$ cat src/rtl/beamform_pkg.sv
// Shared constants and types for the beamforming delay path.
// This covers the sum-of-squares producer and the square-root consumer.
package beamform_pkg;
  localparam int W_IN  = 16;
  localparam int W_OUT = 2 * W_IN;
  localparam int W_CNT = $clog2(W_IN);

  typedef enum logic [2:0] {
    IDLE  = 3'd0,
    MUL_X = 3'd1,
    MUL_Y = 3'd2,
    DONE  = 3'd3
  } state_t;

  // Square-root stage states live here so producer and consumer agree on one definition.
  localparam logic [1:0] SQRT_IDLE = 2'd0;
  localparam logic [1:0] SQRT_CALC = 2'd1;
  localparam logic [1:0] SQRT_DONE = 2'd2;

  // |v| as unsigned; -32768 maps to 0x8000, which is the correct magnitude.
  function automatic logic [W_IN-1:0] mag_of(input logic signed [W_IN-1:0] v);
    return v[W_IN-1] ? $unsigned(-v) : $unsigned(v);
  endfunction
endpackage

$ cat src/rtl/shift_add_step.sv
// One shift-add multiplier iteration: acc + (mag[i] ? mag << i : 0).
module shift_add_step
  import beamform_pkg::*;
(
  input  logic [W_OUT-1:0] acc,
  input  logic [W_IN-1:0]  mag,
  input  logic [W_CNT-1:0] i,
  output logic [W_OUT-1:0] acc_next
);
  logic [W_OUT-1:0] part;

  assign part     = mag[i] ? ({{(W_OUT-W_IN){1'b0}}, mag} << i) : '0;
  assign acc_next = acc + part;
endmodule

$ cat src/rtl/sum_sq_seq.sv
// Sequential x^2 + z^2 for the beamforming delay path, one partial product per cycle.
// The result is handed to the square-root stage with a valid/ack handshake.
module sum_sq_seq
  import beamform_pkg::*;
(
  input  logic                   clk,
  input  logic                   reset_n,
  input  logic                   start,
  input  logic signed [W_IN-1:0] x,
  input  logic signed [W_IN-1:0] z,
  input  logic                   ack,
  output logic [W_OUT-1:0]       dout,
  output logic                   valid,
  output logic                   busy,
  output logic [2:0]             cstate
);
  state_t           state;
  logic [W_OUT-1:0] acc, acc_next;
  logic [W_IN-1:0]  mag, mag_z;
  logic [W_CNT-1:0] i;
  logic             last;

  shift_add_step u_step (
    .acc      (acc),
    .mag      (mag),
    .i        (i),
    .acc_next (acc_next)
  );

  assign last   = (i == W_CNT'(W_IN - 1));
  assign cstate = state;

  always_ff @(posedge clk or negedge reset_n) begin
    if (!reset_n) begin
      state <= IDLE;
      acc   <= '0;
      mag   <= '0;
      mag_z <= '0;
      i     <= '0;
      dout  <= '0;
      valid <= 1'b0;
      busy  <= 1'b0;
    end else begin
      case (state)
        IDLE: if (start) begin
          mag   <= mag_of(x);
          mag_z <= mag_of(z);
          acc   <= '0;
          i     <= '0;
          busy  <= 1'b1;
          state <= MUL_X;
        end
        MUL_X: begin
          acc <= acc_next;
          i   <= i + 1'b1;
          if (last) begin
            mag   <= mag_z;
            state <= MUL_Y;
          end
        end
        MUL_Y: begin
          acc <= acc_next;
          i   <= i + 1'b1;
          if (last) begin
            busy  <= 1'b0;
            state <= DONE;
          end
        end
        DONE: begin
          // Publish on the first DONE cycle; ack is honoured only once valid is up.
          if (!valid) begin
            dout  <= acc;
            valid <= 1'b1;
          end else if (ack) begin
            valid <= 1'b0;
            state <= IDLE;
          end
        end
        default: begin
          state <= IDLE;
          busy  <= 1'b0;
          valid <= 1'b0;
        end
      endcase
    end
  end
endmodule

$ cat config.mk
export PLATFORM = sky130hd
export DESIGN_NAME = sum_sq_seq
export DESIGN_NICKNAME = d
export VERILOG_FILES = /design/src/rtl/beamform_pkg.sv /design/src/rtl/shift_add_step.sv /design/src/rtl/sum_sq_seq.sv
export SDC_FILE = /design/constraint.sdc
export NUM_CORES = 1
export LEC_CHECK = 0
export CORE_UTILIZATION = 53
export CTS_CLUSTER_DIAMETER = 30
export DETAILED_ROUTE_END_ITERATION = 10
export PLACE_DENSITY = 0.85
export SLEW_MARGIN = 10
export SYNTH_ARGS = -nofsm -noshare
export SYNTH_HDL_FRONTEND = slang
export SYNTH_SLANG_ARGS = --single-unit
$ cat constraint.sdc
create_clock -name clk -period 4.05 [get_ports clk]
set_input_delay 0.81 -clock clk [delete_from_list [all_inputs] [get_ports clk]]
set_output_delay 0.81 -clock clk [all_outputs]
set_load 0.01 [all_outputs]
---- Yosys cells after proc, flatten, opt, wreduce, memory -nomap -nowiden ----
Cells that the tools add are included.
storage, ports and cells
  word-level logic and storage cells ...... 61
  flip-flop bits (word level) ............. 105
cells by class
  equal/unequal tests ..................... 9
  reduce and logical (&&, ||, !) cells .... 12
  magnitude comparators ................... 1
  mux-type cells .......................... 24
  add/sub/neg operators ................... 4
  shifts and indexed selects .............. 1
  bitwise logic cells ..................... 2
operators with widths
  operator             count
  $mux 16              4
  $mux 32              2
  $pmux 32 s2          1
  $add 32x32->32       1
  $neg 16->16          2
  $pmux 16 s2          1
  $shl 16x4->32        1
  $mux 3               5
  $pmux 3 s4           1
  $ne 2x2->1 const B   5
  $pmux 4 s2           1
  $eq 3x2->1 const B   2
  $reduce_and 2->1     3
  $reduce_and 3->1     2
  $lt 4x5->1 const B   1
  $mux 1               5
  $reduce_and 5->1     1
  $add 4x1->4 const B  1
  $bmux 1 s4           1
  $eq 4x4->1 const B   1
  $mux 4               1
  $reduce_bool 2->1    2
  $reduce_or 2->1      2
  $eq 3x1->1 const B   1
  other kinds (5)      6

---- Logic depth before layout (Yosys ltp) ----
Gate-level depths: netlist (run 1).
  word-level depth ........................ 5
  depth in mapped cells ................... 21
  mapped depth without buffers ............ 18

---- Hierarchy ----
Synthesis (run 1) repeated with hierarchy kept, for this count alone.
second synthesis, totals
  cells, all modules ...................... 832
  area total of the unflattened synthesis .. 7795.0 um^2
modules (own cells, without submodules)
  module          cells an instance  instances  area each (um^2)
  sum_sq_seq      431                1          4938.5
  shift_add_step  401                1          2856.5

---- Least setup slack after synthesis (run 1) ----
OpenSTA, ideal clock, no wires.
  kind .................................... reg-to-reg
  from .................................... register i[0]
  to ...................................... register acc[20]
  data required time ...................... 3.926 ns
  path slack .............................. -0.181 ns
  arrival time ............................ 4.107 ns
  cell stages (with the launch flop) ...... 18
  clock period less this slack ............ 4.231 ns
  cell sequence ........................... dfrtp_1 -> buf_2 -> mux4_2 -> o211ai_1 -> and2_0 -> clkbuf_1 -> buf_2 -> nor2_1 -> ha_1 -> clkbuf_1 -> inv_1 -> nor2_1 -> a221o_1 -> a31oi_4 -> o21ai_1 -> a221o_1 -> a21o_1 -> a211o_1
on the way
  word-level cells in the longest chain between the ends .. 5
  elaborated cells on any way between the ends .. 6
RTL lines
  element                       line                  text
  from (decl)                   sum_sq_seq.sv:20      logic [W_CNT-1:0] i;
  from (signal assigned)        sum_sq_seq.sv:55      i <= i + 1'b1;
  from (signal assigned)        sum_sq_seq.sv:63      i <= i + 1'b1;
  $bmux 1 s4                    shift_add_step.sv:12  assign part = mag[i] ? ({{(W_OUT-W_IN){1'b0}}, mag} << i) : '0;
  $mux 1 (not written as such)  shift_add_step.sv:12
  $mux 32 (*)                   shift_add_step.sv:12
  $add 32x32->32 (*)            shift_add_step.sv:13  assign acc_next = acc + part;
  $pmux 32 s2 (*)               sum_sq_seq.sv:44      case (state)
  to (signal assigned)          sum_sq_seq.sv:54      acc <= acc_next;
  to (signal assigned)          sum_sq_seq.sv:62      acc <= acc_next;
  to (decl)                     sum_sq_seq.sv:18      logic [W_OUT-1:0] acc, acc_next;
Mark *: on every way between the ends. The rest lies on a longest branch, timed or not. The select of a mux whose other input is x is not followed.
A chain may end at the register's enable or synchronous reset.

---- Worst setup path in the final report (run 1) ----
Ends and elaborated chain as after synthesis.

==> flow_metrics.env, run 1 <==
export IMPL_gp_congestion=0.915
export IMPL_antennaDiodeCount=0
export IMPL_clockBufferDepth=2
export IMPL_drv_slew=0
export IMPL_h_tree_depth=3
export IMPL_final_common_cell="dfrtp_1"
export IMPL_min_to="dout[7]"
export IMPL_yosysWarnings=0
export IMPL_reg2reg_slack_ns=0.14
export IMPL_synth_distinct_cells=62
export IMPL_die_h_um=118
export IMPL_crit_buf_inv=2
export IMPL_drt_initial_drc_count=398
export IMPL_row_count=42
export IMPL_antenna_found_initial=0
export IMPL_ioPinCount=73
export IMPL_dr_pass1_iters=5
export IMPL_syn_to_final_growth_pct=20.2
export IMPL_rr_startpoint="i[0]"
export IMPL_powerDensity_mw_per_mm2=822
export IMPL_core_sq_mm=0.0132
export IMPL_cpMostUsedCell="a221o_1"
export IMPL_drc_errors=0
export IMPL_regArea_sq_mm=0.00260
export IMPL_cts_tree="yes"
export IMPL_cts_root_buf="clkbuf_16"
export IMPL_holdPathStages=1
export IMPL_design_power_total_uw=7100
export IMPL_cp_end_kind="register"
export IMPL_cp_slowest_cell="mux4_2"
export IMPL_grt_pass1_wl_mm=28.0
export IMPL_wl_per_cell_um=15.2
export IMPL_nFillCells=1116
export IMPL_worst_hold_slack_ns=0.504
export IMPL_synth_edf_count=0
export IMPL_critPathKind="register to register"
export IMPL_ys_seq_area_frac=0.363
export IMPL_cts_hold_buf=0
export IMPL_dpl_cell_area_sq_mm=0.00820
export IMPL_period_minus_slack_ns=3.91
export IMPL_drive_gt1_frac=0.141
export IMPL_rr_worst_depth=15
export IMPL_fmax_mhz=256
export IMPL_netlist_area_sq_mm=0.00718
export IMPL_path_depth=15
export IMPL_placedCellCount=1049
export IMPL_multiInputGateArea_sq_mm=0.00438
export IMPL_worst_path_max_fanout=15
export IMPL_worst_skew_pair_late_latency_ns=0.36
export IMPL_startpoint_type="register"
export IMPL_synth_avg_cell_area_sq_um=8.81
export IMPL_dieArea_sq_mm=0.0140
export IMPL_hold_viol=0
export IMPL_cp_slowest_stage_delay_ns=0.50
export IMPL_drtAntennaViolNets=0
export IMPL_track_usage=0.248
export IMPL_slew_headroom=0.395
export IMPL_synthCells=815
export IMPL_r2r_end="acc[20]"
export IMPL_hold_path_class="register to register"
export IMPL_setup_viol=0
export IMPL_fin_area_sq_mm=0.00863
export IMPL_grt_max_degree=68
export IMPL_ys_ff_latch=104
export IMPL_final_period_utilization=0.965
export IMPL_fin_nets=965
export IMPL_die_width_um=118
export IMPL_crit_family="compound AO/OA/AOI/OAI gates"
export IMPL_worst_pin_slew_ns=0.906
export IMPL_hp_start="dout[7]"
export IMPL_hpwl_mm=12.1
export IMPL_finalClockSkew_ns=0.0136
export IMPL_final_cell_mix="103 x dfrtp_1, 91 x nand2_1, 76 x nor2_1"
export IMPL_start_util=0.542
export IMPL_crit_chain="buf_12 -> mux4_2 -> o211ai_1 -> and2_1 -> buf_6 -> a211oi_2 -> ha_1 -> a21oi_1 -> o21bai_1 -> a221o_1 -> a31oi_4 -> o21ai_2 -> a221o_1 -> a21o_1 -> a211o_1"
export IMPL_path_clk_slew_ns=0.07
export IMPL_postRouteWirelength_mm=16.2
export IMPL_status="completed"
export IMPL_synthArstFlopShare=1.00
export IMPL_leakage_uw=0.00391
export IMPL_maxCapViolations=0
export IMPL_cts_sinks=104
export IMPL_syn_num_nets=891
export IMPL_arrival_ns=4.16
export IMPL_ir_worst_vdd_mv=0.419
export IMPL_synth_main_ff_cell="dfrtp_1"
export IMPL_cts_buffers=9
export IMPL_via_count=6153
export IMPL_crit_required_ns=4.30
export IMPL_viasPerCell=5.75
export IMPL_port_buffers=71
export IMPL_instances_no_fill=1070
export IMPL_first_global_vias=5938
export IMPL_grt_overflow=0
==> sequential cells by signal, indices dropped and copies added (netlist names) <==
register,flops
acc,32
busy,1
cstate,2
dout,32
i,4
mag,16
mag_z,16
valid,1
==> worst reg2reg max path, stage by stage, from the launching register on <==
cell,delay [ns]
dfrtp_2,0.45
buf_12,0.16
mux4_2,0.50
o211ai_1,0.22
and2_1,0.17
buf_6,0.16
a211oi_2,0.05
ha_1,0.35
a21oi_1,0.14
o21bai_1,0.07
a221o_1,0.38
a31oi_4,0.24
o21ai_2,0.11
a221o_1,0.37
a21o_1,0.19
a211o_1,0.24
==> cell type report <==
cell class	instances	area share
clock inverter	4	0.00609
inverter	22	0.00957
tap	176	0.0255
multi-input combinational	642	0.507
sequential	104	0.302
timing repair buffer	110	0.120
clock buffer	12	0.0297
==> worst max-delay path by stage <==
stage / startpoint / endpoint / slack (ns)
floorplan: i[0] / acc[20] / 0.002
global placement: i[0] / acc[30] / 0.12
detailed placement: i[0] / acc[30] / -0.02
CTS: i[0] / acc[29] / 0.0006
global route: i[0] / acc[30] / -0.01
finish: i[0] / acc[20] / 0.14
==> power by group <==
group          switching, uW  total [uW]  internal (uW)
Combinational           2410        4370           1970
Clock                    384         898            514
Sequential               343        1830           1480
Total                   3130        7100           3960
==> metal layers <==
layer	vias up	share of wire	global-route usage
li1	3050	-	-
met1	2898	0.45	0.326
met2	174	0.48	0.407
met3	31	0.042	0.0319
met4	0	0.030	0.116
met5	-	0	0
==> synth_stat cells (7+ instances only) <==
| master | number | area (sq um) |
|---|---|---|
| nor2_1 | 76 | 285 |
| nor2b_1 | 8 | 50.1 |
| nand2b_1 | 12 | 75.1 |
| clkbuf_1 | 36 | 135 |
| o31ai_1 | 9 | 67.6 |
| ha_1 | 39 | 488 |
| a21oi_1 | 70 | 350 |
| nand2_1 | 91 | 342 |
| mux2_2 | 39 | 439 |
| a21o_1 | 17 | 128 |
| buf_1 | 7 | 26.3 |
| nor3_1 | 20 | 100 |
| mux2i_1 | 21 | 210 |
| xnor2_1 | 16 | 140 |
| or3_1 | 11 | 68.8 |
| and3_1 | 7 | 43.8 |
| nand3_1 | 7 | 35.0 |
| dfrtp_1 | 104 | 2600 |
| a211oi_1 | 13 | 97.6 |
| xor2_1 | 32 | 280 |
| and2_1 | 11 | 68.8 |
| o21ai_0 | 69 | 345 |
| inv_1 | 22 | 82.6 |
==> cells by family after synthesis <==
| kind of cell | count (synthesis) | synth area share |
|---|---|---|
| other | 1 | 0.000522 |
| multiplexers | 65 | 0.106 |
| AND/OR/NAND/NOR | 258 | 0.165 |
| adder cells (fa/ha/maj) | 40 | 0.0708 |
| buffers and inverters | 69 | 0.0371 |
| XOR/XNOR | 48 | 0.0586 |
| AO/OA/AOI/OAI | 230 | 0.199 |
| flip-flops | 104 | 0.363 |
==> through the flow <==
| stage | setup WS [ns] | util | setup TNS, ns |
|---|---|---|---|
| after floorplan | 0.00173 | - | 0 |
| after CTS | 0.000606 | 0.643 | 0 |
| after global routing | -0.0108 | 0.652 | -0.0108 |
| after detailed placement | -0.0194 | 0.619 | -0.0194 |
| after global placement | 0.116 | 0.619 | 0 |
| final | 0.142 | 0.652 | 0 |
==> what timing repair did <==
item	4_1_cts	5_1_grt
endpoints found under the setup margin	2	12
buffers inserted	0	4
pin swaps	0	4
resized for setup	1	18
cloned	0	1
(Power assumes the default switching activity.)
==> run 2: changes to the inputs <==
--- a/config.mk
+++ b/config.mk
@@ -5,9 +5,12 @@
 export SDC_FILE = /design/constraint.sdc
 export NUM_CORES = 1
 export LEC_CHECK = 0
+export CORE_ASPECT_RATIO = 0.5
+export CORE_MARGIN = 2
 export CORE_UTILIZATION = 53
 export CTS_CLUSTER_DIAMETER = 30
 export DETAILED_ROUTE_END_ITERATION = 10
+export HOLD_SLACK_MARGIN = 0.06
 export PLACE_DENSITY = 0.85
 export SLEW_MARGIN = 10
 export SYNTH_ARGS = -nofsm -noshare
==> flow_metrics.env, run 2 (synthesized netlist as in run 1, its figures left out) <==
export IMPL_final_period_utilization=0.966
export IMPL_placedCellCount=1049
export IMPL_hpwl_mm=12.7
export IMPL_p_sw_frac=0.444
export IMPL_cp_slowest_cell="dfrtp_2"
export IMPL_fmax_mhz=256
export IMPL_cp_slowest_stage_delay_ns=0.46
export IMPL_period_minus_slack_ns=3.91
export IMPL_cp_startpoint="i[0]"
export IMPL_maxCapViolations=0
export IMPL_clockPowerShare=0.131
export IMPL_ioPinCount=73
export IMPL_cts_sinks=104
export IMPL_crit_chain="mux4_2 -> nor2_1 -> or3_4 -> nor2b_1 -> ha_1 -> inv_1 -> fa_1 -> nand2b_1 -> a21oi_2 -> nor3_1 -> o21ai_2 -> a31oi_4 -> o211a_1 -> o31ai_2 -> xnor2_1 -> o21ai_0"
export IMPL_final_cell_mix="103 x dfrtp_1, 91 x nand2_1, 76 x nor2_1"
export IMPL_grt_overflow=0
export IMPL_first_global_vias=5995
export IMPL_row_count=29
export IMPL_clockBufferDepth=2
export IMPL_fin_nets=969
export IMPL_arrival_ns=4.10
export IMPL_status="completed"
export IMPL_drtAntennaViolNets=0
export IMPL_switchingPower_uw=3240
export IMPL_power_frac_comb=0.616
export IMPL_fin_ws_ns=0.139
export IMPL_final_common_cell="dfrtp_1"
export IMPL_worst_hold_slack_ns=0.507
export IMPL_core_sq_mm=0.0130
export IMPL_drive_gt1_frac=0.146
export IMPL_wl_per_cell_um=16.3
export IMPL_rsz0062_at_grt="yes"
export IMPL_cts_tree="yes"
export IMPL_internal_power_uw=4060
export IMPL_rr_startpoint="i[0]"
export IMPL_startpoint_type="register"
export IMPL_drt_initial_drc_count=440
export IMPL_largestRegisters="acc: 32 flops, dout: 32 flops"
export IMPL_dr_pass1_iters=5
export IMPL_hold_path_class="register to register"
export IMPL_reg2reg_slack_ns=0.14
export IMPL_crit_required_ns=4.24
export IMPL_rr_worst_depth=16
export IMPL_worst_skew_pair_late_latency_ns=0.36
export IMPL_antenna_found_initial=0
export IMPL_die_width_um=169
export IMPL_ir_worst_vdd_mv=0.345
export IMPL_slew_headroom=0.377
export IMPL_die_h_um=86.3
export IMPL_h_tree_depth=3
export IMPL_start_util=0.554
export IMPL_grt_max_degree=62
export IMPL_syn_to_final_growth_pct=20.9
export IMPL_hold_viol=0
export IMPL_track_usage=0.247
export IMPL_antennaDiodeCount=0
export IMPL_powerDensity_mw_per_mm2=841
export IMPL_pwr_share_seq=0.253
export IMPL_gp_congestion=0.937
export IMPL_critPathKind="register to register"
export IMPL_via_count=6327
export IMPL_cts_buffers=9
export IMPL_postRouteWirelength_mm=17.4
export IMPL_setup_viol=0
export IMPL_cts_root_buf="clkbuf_16"
export IMPL_r2r_end="acc[30]"
export IMPL_grt_pass1_wl_mm=28.9
export IMPL_viasPerCell=5.92
export IMPL_cp_endpoint="acc[30]"
export IMPL_path_clk_slew_ns=0.07
export IMPL_port_buffers=71
export IMPL_holdPathStages=1
export IMPL_drv_slew=0
export IMPL_worst_pin_slew_ns=0.932
export IMPL_finalClockSkew_ns=0.00788
export IMPL_drc_errors=0
export IMPL_crit_buf_inv=1
export IMPL_dieArea_sq_mm=0.0145
export IMPL_place_ws_ns=-0.124
export IMPL_path_depth=16
export IMPL_leakage_uw=0.00394
export IMPL_instances_no_fill=1068
export IMPL_crit_family="compound AO/OA/AOI/OAI gates"
export IMPL_worst_path_max_fanout=5
export IMPL_cp_end_kind="register"
run 2: cell types whose count changed in the layout (fill, tap and decap cells not counted), sizes merged:
cell      delta
buf          +5
clkbuf       -3
clkinv       -2
inv          +2
bufinv       +1
clkinvlp     +1
run 2: worst register-to-register path: stages, from the launching register on:
cell and delay, ns:
dfrtp_2 0.46, mux4_2 0.35, nor2_1 0.04, or3_4 0.39, nor2b_1 0.14, ha_1 0.18, inv_1 0.06, fa_1 0.39
nand2b_1 0.22, a21oi_2 0.19, nor3_1 0.08, o21ai_2 0.23, a31oi_4 0.16, o211a_1 0.30, o31ai_2 0.31, xnor2_1 0.15
o21ai_0 0.10
run 2: worst min path at each step:
stage                         from  endpoint  slack, ns
final                      dout[1]   dout[1]       0.51
after global placement     dout[2]   dout[2]       0.49
after global routing       dout[1]   dout[1]       0.52
after detailed placement  dout[23]  dout[23]       0.50
after floorplan            mag[14]   mag[14]       0.47
after CTS                 dout[23]  dout[23]       0.51
run 2: power by group through the flow:
stage / Sequential, uW / Combinational (uW) / Clock, uW
3_5_place_dp: 1850 / 4290 / 0
3_3_place_gp: 1830 / 4140 / 0
6_report: 1840 / 4500 / 958
2_1_floorplan: 1790 / 2940 / 0
4_1_cts: 1840 / 4360 / 969
5_1_grt: 1900 / 4920 / 1010
run 2: cell type report:
| type | count | area (sq um) |
|---|---|---|
| Multi-Input combinational cell | 642 | 4380 |
| Fill cell | 1002 | 4270 |
| Sequential cell | 104 | 2600 |
| Timing Repair Buffer | 114 | 1070 |
| Clock buffer | 10 | 239 |
| Tap cell | 170 | 213 |
| Clock inverter | 6 | 90.1 |
| Inverter | 22 | 82.6 |
run 2: timing repair:
action / in CTS / in global routing
pin swaps: 0 / 6
setup endpoints to repair: 4 / 12
endpoints found under the hold margin: 0 / 0
resized for setup: 5 / 14
hold buffers: 0 / 0
buffers inserted: 1 / 2
run 2: metal layers:
metal	up-vias	GRT usage	part of all wire
met5	-	0	0
met1	2985	0.345	0.47
met3	26	0.0498	0.071
li1	3070	-	-
met4	0	0.0792	0.017
met2	246	0.390	0.44
run 2: per-stage QoR:
step / util / TNS (ns) / cell area (sq um) / power (uW)
after floorplan: - / 0 / 7190 / 4730
after global placement: 0.638 / 0 / 8270 / 5960
after detailed placement: 0.638 / -0.299 / 8270 / 6140
after CTS: 0.666 / 0 / 8620 / 7170
after global routing: 0.670 / -0.0319 / 8680 / 7830
final: 0.670 / 0 / 8680 / 7300
